### config.mk
export PLATFORM = sky130hd
export DESIGN_NAME = control_sequencer
export DESIGN_NICKNAME = d
export VERILOG_FILES = /design/src/rtl/control_sequencer.sv
export SDC_FILE = /design/constraint.sdc
export NUM_CORES = 1
export LEC_CHECK = 0
export BUFFER_PORTS_ARGS = -buffer_cell sky130_fd_sc_hd__buf_2
export CORE_MARGIN = 5
export CORE_UTILIZATION = 38
export DETAILED_ROUTE_END_ITERATION = 6
export PLACE_DENSITY = 0.79
export REMOVE_ABC_BUFFERS = 1
export SYNTH_ARGS = -nofsm -noshare
export SYNTH_HDL_FRONTEND = slang
export SYNTH_SLANG_ARGS = --single-unit
export TNS_END_PERCENT = 10
### constraint.sdc
create_clock -name clk -period 1.3 [get_ports clk]
set_input_delay 0.195 -clock clk [delete_from_list [all_inputs] [get_ports clk]]
set_output_delay 0.195 -clock clk [all_outputs]
set_load 0.005 [all_outputs]
### src/rtl/control_sequencer.sv
// rtl/control_sequencer.sv - five-step microcoded control sequencer with flags and halt latch
//
// Purpose: steps T0..T4 per instruction, decodes the 4-bit opcode into the
// 16-bit control word, latches ALU zero/carry on FI and latches HLT.
//
// Ports:
//   clk       clock, all state on rising edge
//   rst       synchronous active-high reset
//   en        step enable; step, flags and halt latch update only when high
//   instr     opcode (valid from T2)
//   zero_in   live ALU zero flag
//   carry_in  live ALU carry flag
//   ctrl      control word: HLT MI RI RO IO II AI AO EO SU BI OI CE CO J FI
//   step      current microstep 0..4
//   zf, cf    registered flags
//   halted    halt latch
module control_sequencer (
  input  logic        clk,
  input  logic        rst,
  input  logic        en,
  input  logic [3:0]  instr,
  input  logic        zero_in,
  input  logic        carry_in,
  output logic [15:0] ctrl,
  output logic [2:0]  step,
  output logic        zf,
  output logic        cf,
  output logic        halted
);

  typedef enum logic [2:0] {
    T0 = 3'd0,
    T1 = 3'd1,
    T2 = 3'd2,
    T3 = 3'd3,
    T4 = 3'd4
  } step_t;

  localparam logic [15:0] HALT_WORD = 16'h8000;

  step_t       state, state_next;
  logic        zf_next, cf_next, halted_next;
  logic [15:0] ucode;

  always_ff @(posedge clk) begin
    if (rst) begin
      state  <= T0;
      zf     <= 1'b0;
      cf     <= 1'b0;
      halted <= 1'b0;
    end else begin
      state  <= state_next;
      zf     <= zf_next;
      cf     <= cf_next;
      halted <= halted_next;
    end
  end

  always_comb begin
    ucode       = 16'h0000;
    state_next  = state;
    zf_next     = zf;
    cf_next     = cf;
    halted_next = halted;

    case (state)
      T0: ucode = 16'h4004;
      T1: ucode = 16'h1408;
      T2: begin
        case (instr)
          4'b0001, 4'b0010, 4'b0011, 4'b0100: ucode = 16'h4800;
          4'b0101: ucode = 16'h0A00;
          4'b0110: ucode = 16'h0802;
          // Conditional jumps look at the registered flags only.
          4'b0111: ucode = cf ? 16'h0802 : 16'h0800;
          4'b1000: ucode = zf ? 16'h0802 : 16'h0800;
          4'b1110: ucode = 16'h0110;
          4'b1111: ucode = HALT_WORD;
          default: ucode = 16'h0000;
        endcase
      end
      T3: begin
        case (instr)
          4'b0001: ucode = 16'h1200;
          4'b0010, 4'b0011: ucode = 16'h1020;
          4'b0100: ucode = 16'h2100;
          default: ucode = 16'h0000;
        endcase
      end
      T4: begin
        case (instr)
          4'b0010: ucode = 16'h0281;
          4'b0011: ucode = 16'h02C1;
          default: ucode = 16'h0000;
        endcase
      end
      default: ucode = 16'h0000;
    endcase

    if (rst) begin
      ctrl = 16'h0000;
    end else if (halted) begin
      ctrl = HALT_WORD;
    end else begin
      ctrl = ucode;
    end

    if (en && !rst) begin
      if (ctrl[0]) begin
        zf_next = zero_in;
        cf_next = carry_in;
      end
      // HLT freezes the counter at T2 on the very edge that sets the latch.
      if (ctrl == HALT_WORD) begin
        halted_next = 1'b1;
      end else begin
        case (state)
          T0:      state_next = T1;
          T1:      state_next = T2;
          T2:      state_next = T3;
          T3:      state_next = T4;
          default: state_next = T0;
        endcase
      end
    end
  end

  assign step = state;

endmodule
**Yosys cells after proc, flatten, opt, wreduce, memory -nomap -nowiden**

Cells that the tools add are included.

- Register bits after elaboration: 6
- Logic and storage cells: 37

- Equality and inequality tests: 15
- Multiplexer cells: 9
- Bitwise logic cells: 1
- Reduce and logical (&&, ||, !) cells: 8

Operators by type and width:

| cell | number |
|---|---|
| case mux 16 bit (7 select lines) | 1 |
| case mux 16 bit (5 select lines) | 1 |
| case mux 14 bit (3 select lines) | 1 |
| two-way mux 16 bit | 2 |
| case mux 10 bit (2 select lines) | 1 |
| equality test 16 bit (second input constant) | 1 |
| equality test 4 x 3 -> 1 bit (second input constant) | 4 |
| equality test 4 bit (second input constant) | 3 |
| case mux 3 bit (4 select lines) | 1 |
| equality test 4 x 2 -> 1 bit (second input constant) | 2 |
| equality test 3 x 2 -> 1 bit (second input constant) | 2 |
| AND reduction 2 bit | 3 |
| equality test 4 x 1 -> 1 bit (second input constant) | 1 |
| two-way mux 2 bit | 2 |
| OR reduction 4 bit | 1 |
| equality test 3 x 1 -> 1 bit (second input constant) | 1 |
| equality test 3 bit (second input constant) | 1 |
| zero test 3 bit | 1 |
| OR reduction 2 bit | 1 |
| logical AND 1 bit | 1 |
| zero test 1 bit | 1 |
| NOT 1 bit | 1 |

**Longest topological paths before layout**

- Word-level depth: 9
- Mapped depth: 5

**Worst setup path before layout**

OpenSTA, ideal clock, no wires.

- Kind: register -> output
- Start: reg state[2] (netlist: step[2])
- End: out ctrl[15]
- Arrival time: 1.132 ns
- Slack: -0.027 ns
- Cell stages (with the launch flop): 4
- Path buffers: 0
- Cells stage by stage: dfxtp_1 -> and3b_1 -> or3b_4 -> a21oi_1

- Longest elaborated chain between the ends: 4
- Elaborated cells between the ends (all ways): 8
- Classes of those cells: 4 x eq/ne; 3 x mux; 1 x reduce/logical

Ends and longest elaborated chain:

| item | line | source |
|---|---|---|
| start, declared | 41 | `step_t state, state_next;` |
| start signal, assigned | 52 | `state <= state_next;` |
| equality test 3 bit (tied with other cells) | 66 | `case (state)` |
| case mux 16 bit (5 select lines) (*) | 66 |  |
| two-way mux 16 bit (*) | 102 | `end else if (halted) begin` |
| two-way mux 16 bit (*) | 100 | `if (rst) begin` |
| end, declared | 24 | `output logic [15:0] ctrl,` |

Mark *: on every way between the ends. The rest lies on a longest branch, timed or not.

**Final worst setup path**

Ends and elaborated chain as after synthesis.

==> reports/metrics.csv <==
metric;value;unit
outcome;complete, but fails checks;
violations;negative setup slack;
first_pass_iters;4;
hold_viol_final;0;
synth_simple_gate_area_share;42.5;%
area_growth;72.6;%
grt_pass1_vias;714;
grt_pass1_wl;2990;um
arrival;1.45;ns
clock_skew;0.000381;ns
layout.cells.non_filler;141;
grt_max_degree;13;
clkTransAtPathRegs;0.05;ns
rsz0062_at_grt;yes;
antennaDiodeCount;0;
n_fill_cell;107;
synth-adder-area-share;0;%
track_usage;18.6;%
clk_latency;0.25;ns
start_util;41.2;%
drt-vias-per-instance;5.44;
critPathMaxFanout;5;
drc;0;
die_w;48.3;um
fmax;609;MHz
hold_path_class;input pin to flop;
cp-start-kind;flop;
cts_max_path_buffers;2;
synth-compound-area-share;22.2;%
synth_top_family_by_area;simple AND/OR/NAND/NOR gates;
final.setup.tns;-3.50;ns
synth.avg_cell_area;7.33;sq um
fin_util;71.2;%
worst_pin_slew;0.389;ns
crit_chain;and3b_1, or3b_4, a21oi_2, buf_2;
finalCritPeriodShare;126;%
relSlewSlack;73.7;%
p_per_area;607;nW/um^2
die_y;48.3;um
synth.distinct_cells;36;
yosys-mux-area-fraction;0;%
syn_inst;76;
max_stage_delay;0.39;ns
ios;31;
nNetsFinal;137;
cts_tree;done;
avgRoutedWirePerCell;14.6;um
synthFlopType;dfxtp_1;
antenna_left;0;
coreArea;1350;sq um
ir_drop;0.435;mV
seq_area_frac_synth;21.6;%
die_area;2330;sq um
drive_above_1_share;61.1;%
fin_ws;-0.341;ns
finalMaxSlewViolations;0;
num_vias;767;
setup_viol_count_final;18;
max-cap-violations;0;
ys_seq_elements;6;
drt_wl_total;2050;um
place_congestion;0.798;
yosysWarnings;0;
synth-async-reset-ratio;0;%
worstPathRequired;1.11;ns
cts_sinks;6;
htreeDepth;1;
placedCellCount;136;
crit_slowest_cell;or3b_4;
dp_hpwl;1540;um
io_buffers;30;
end_kind;output port;
synth_area;557;sq um
cts_made_buffers;3;
path_class;flop to output port;
root_buffer;clkbuf_4;
grt_antenna_before_repair;0;
synth_xor_area_share;3.15;%
min_period;1.64;ns
place_ws;-0.116;ns
p_leak;0.480;nW
synth_edf_count;0;
drt_iter0_drc;10;
rows;13;
grt_overflow;0;
## report_power, final
group          internal, mW  leakage, nW  switching (mW)  total [mW]
clock                 0.105       0.0138          0.0755       0.180
sequential            0.191       0.0504         0.00723       0.199
combinational         0.106        0.416          0.0984       0.204
total                 0.402        0.480           0.181       0.583
## per-layer routing
metal	global-route usage (%)	vias up	share of wire, %
met2	34.1	23	50
met1	20.0	361	41
met4	11.3	0	2.2
li1	-	378	-
met3	2.21	5	6.9
met5	0	-	0
## critical path, delay by kind of cell, from the launching register on
| family | cells | cell delay, ns |
|---|---|---|
| AO/OA/AOI/OAI | 1 | 0.12 |
| buffers and inverters | 1 | 0.12 |
| flip-flops | 1 | 0.34 |
| AND/OR/NAND/NOR | 2 | 0.62 |
## logic make-up after synthesis
family | count (synthesis)
AO/OA/AOI/OAI | 18
XOR/XNOR | 2
buffers and inverters | 12
flip-flops | 6
AND/OR/NAND/NOR | 38
## synthesized netlist by cell type (2+ instances only)
| cell type | number | area (sq um) |
|---|---|---|
| a21oi_1 | 4 | 20.0 |
| a311oi_1 | 2 | 17.5 |
| and2_1 | 2 | 12.5 |
| and3b_1 | 2 | 17.5 |
| and4bb_2 | 2 | 25.0 |
| buf_2 | 5 | 25.0 |
| buf_4 | 2 | 15.0 |
| dfxtp_1 | 6 | 120 |
| inv_1 | 4 | 15.0 |
| nand2_1 | 6 | 22.5 |
| nand3_1 | 2 | 10.0 |
| nand3b_1 | 2 | 15.0 |
| nor2_1 | 9 | 33.8 |
| nor3_1 | 2 | 10.0 |
| nor4_1 | 2 | 12.5 |
| nor4bb_1 | 2 | 20.0 |
| o21ai_0 | 3 | 15.0 |
## state kept, by name (all words and copies together) (netlist names)
name    cells
halted      1
step        3
cf          1
zf          1
## cell usage in the layout, fill, tap and decap left out, types with 3 or more instances in the layout
cell      count
clkbuf_4      3
o21ai_0       3
nand2_1       5
nor2_1        9
dfxtp_2       4
buf_2        28
inv_1         4
buf_4        25
## cell type report
type                            count  area [sq um]  area share, %
Sequential cell                     6           125           13.0
Multi-Input combinational cell     58           429           44.7
Inverter                            4          15.0           1.56
Tap cell                           15          18.8           1.95
Timing Repair Buffer               55           350           36.5
Clock buffer                        3          22.5           2.34
## metrics by stage
step / hold slack (ns) / instance area [sq um] / power (mW)
floorplan: 0.267 / 513 / 0.263
global placement: 0.425 / 855 / 0.375
detailed placement: 0.439 / 855 / 0.383
CTS: 0.178 / 928 / 0.573
global route: 0.175 / 961 / 0.624
finish: 0.178 / 961 / 0.583
## timing repair
action	4_1_cts	5_1_grt
pin swaps	3	2
setup endpoints to repair	19	21
hold buffers	0	0
buffers inserted	2	0
resized for setup	10	7
## path summary, 6_finish.rpt
path | start | endpoint | slack (ns) | depth (start not counted)
max | step[2] | ctrl[15] | -0.34 | 4
min | zero_in | zf | 0.18 | 2
max reg2reg | step[2] | step[0] | -0.14 | 4
min reg2reg | zf | zf | 0.65 | 3
(Power assumes the default switching activity.)
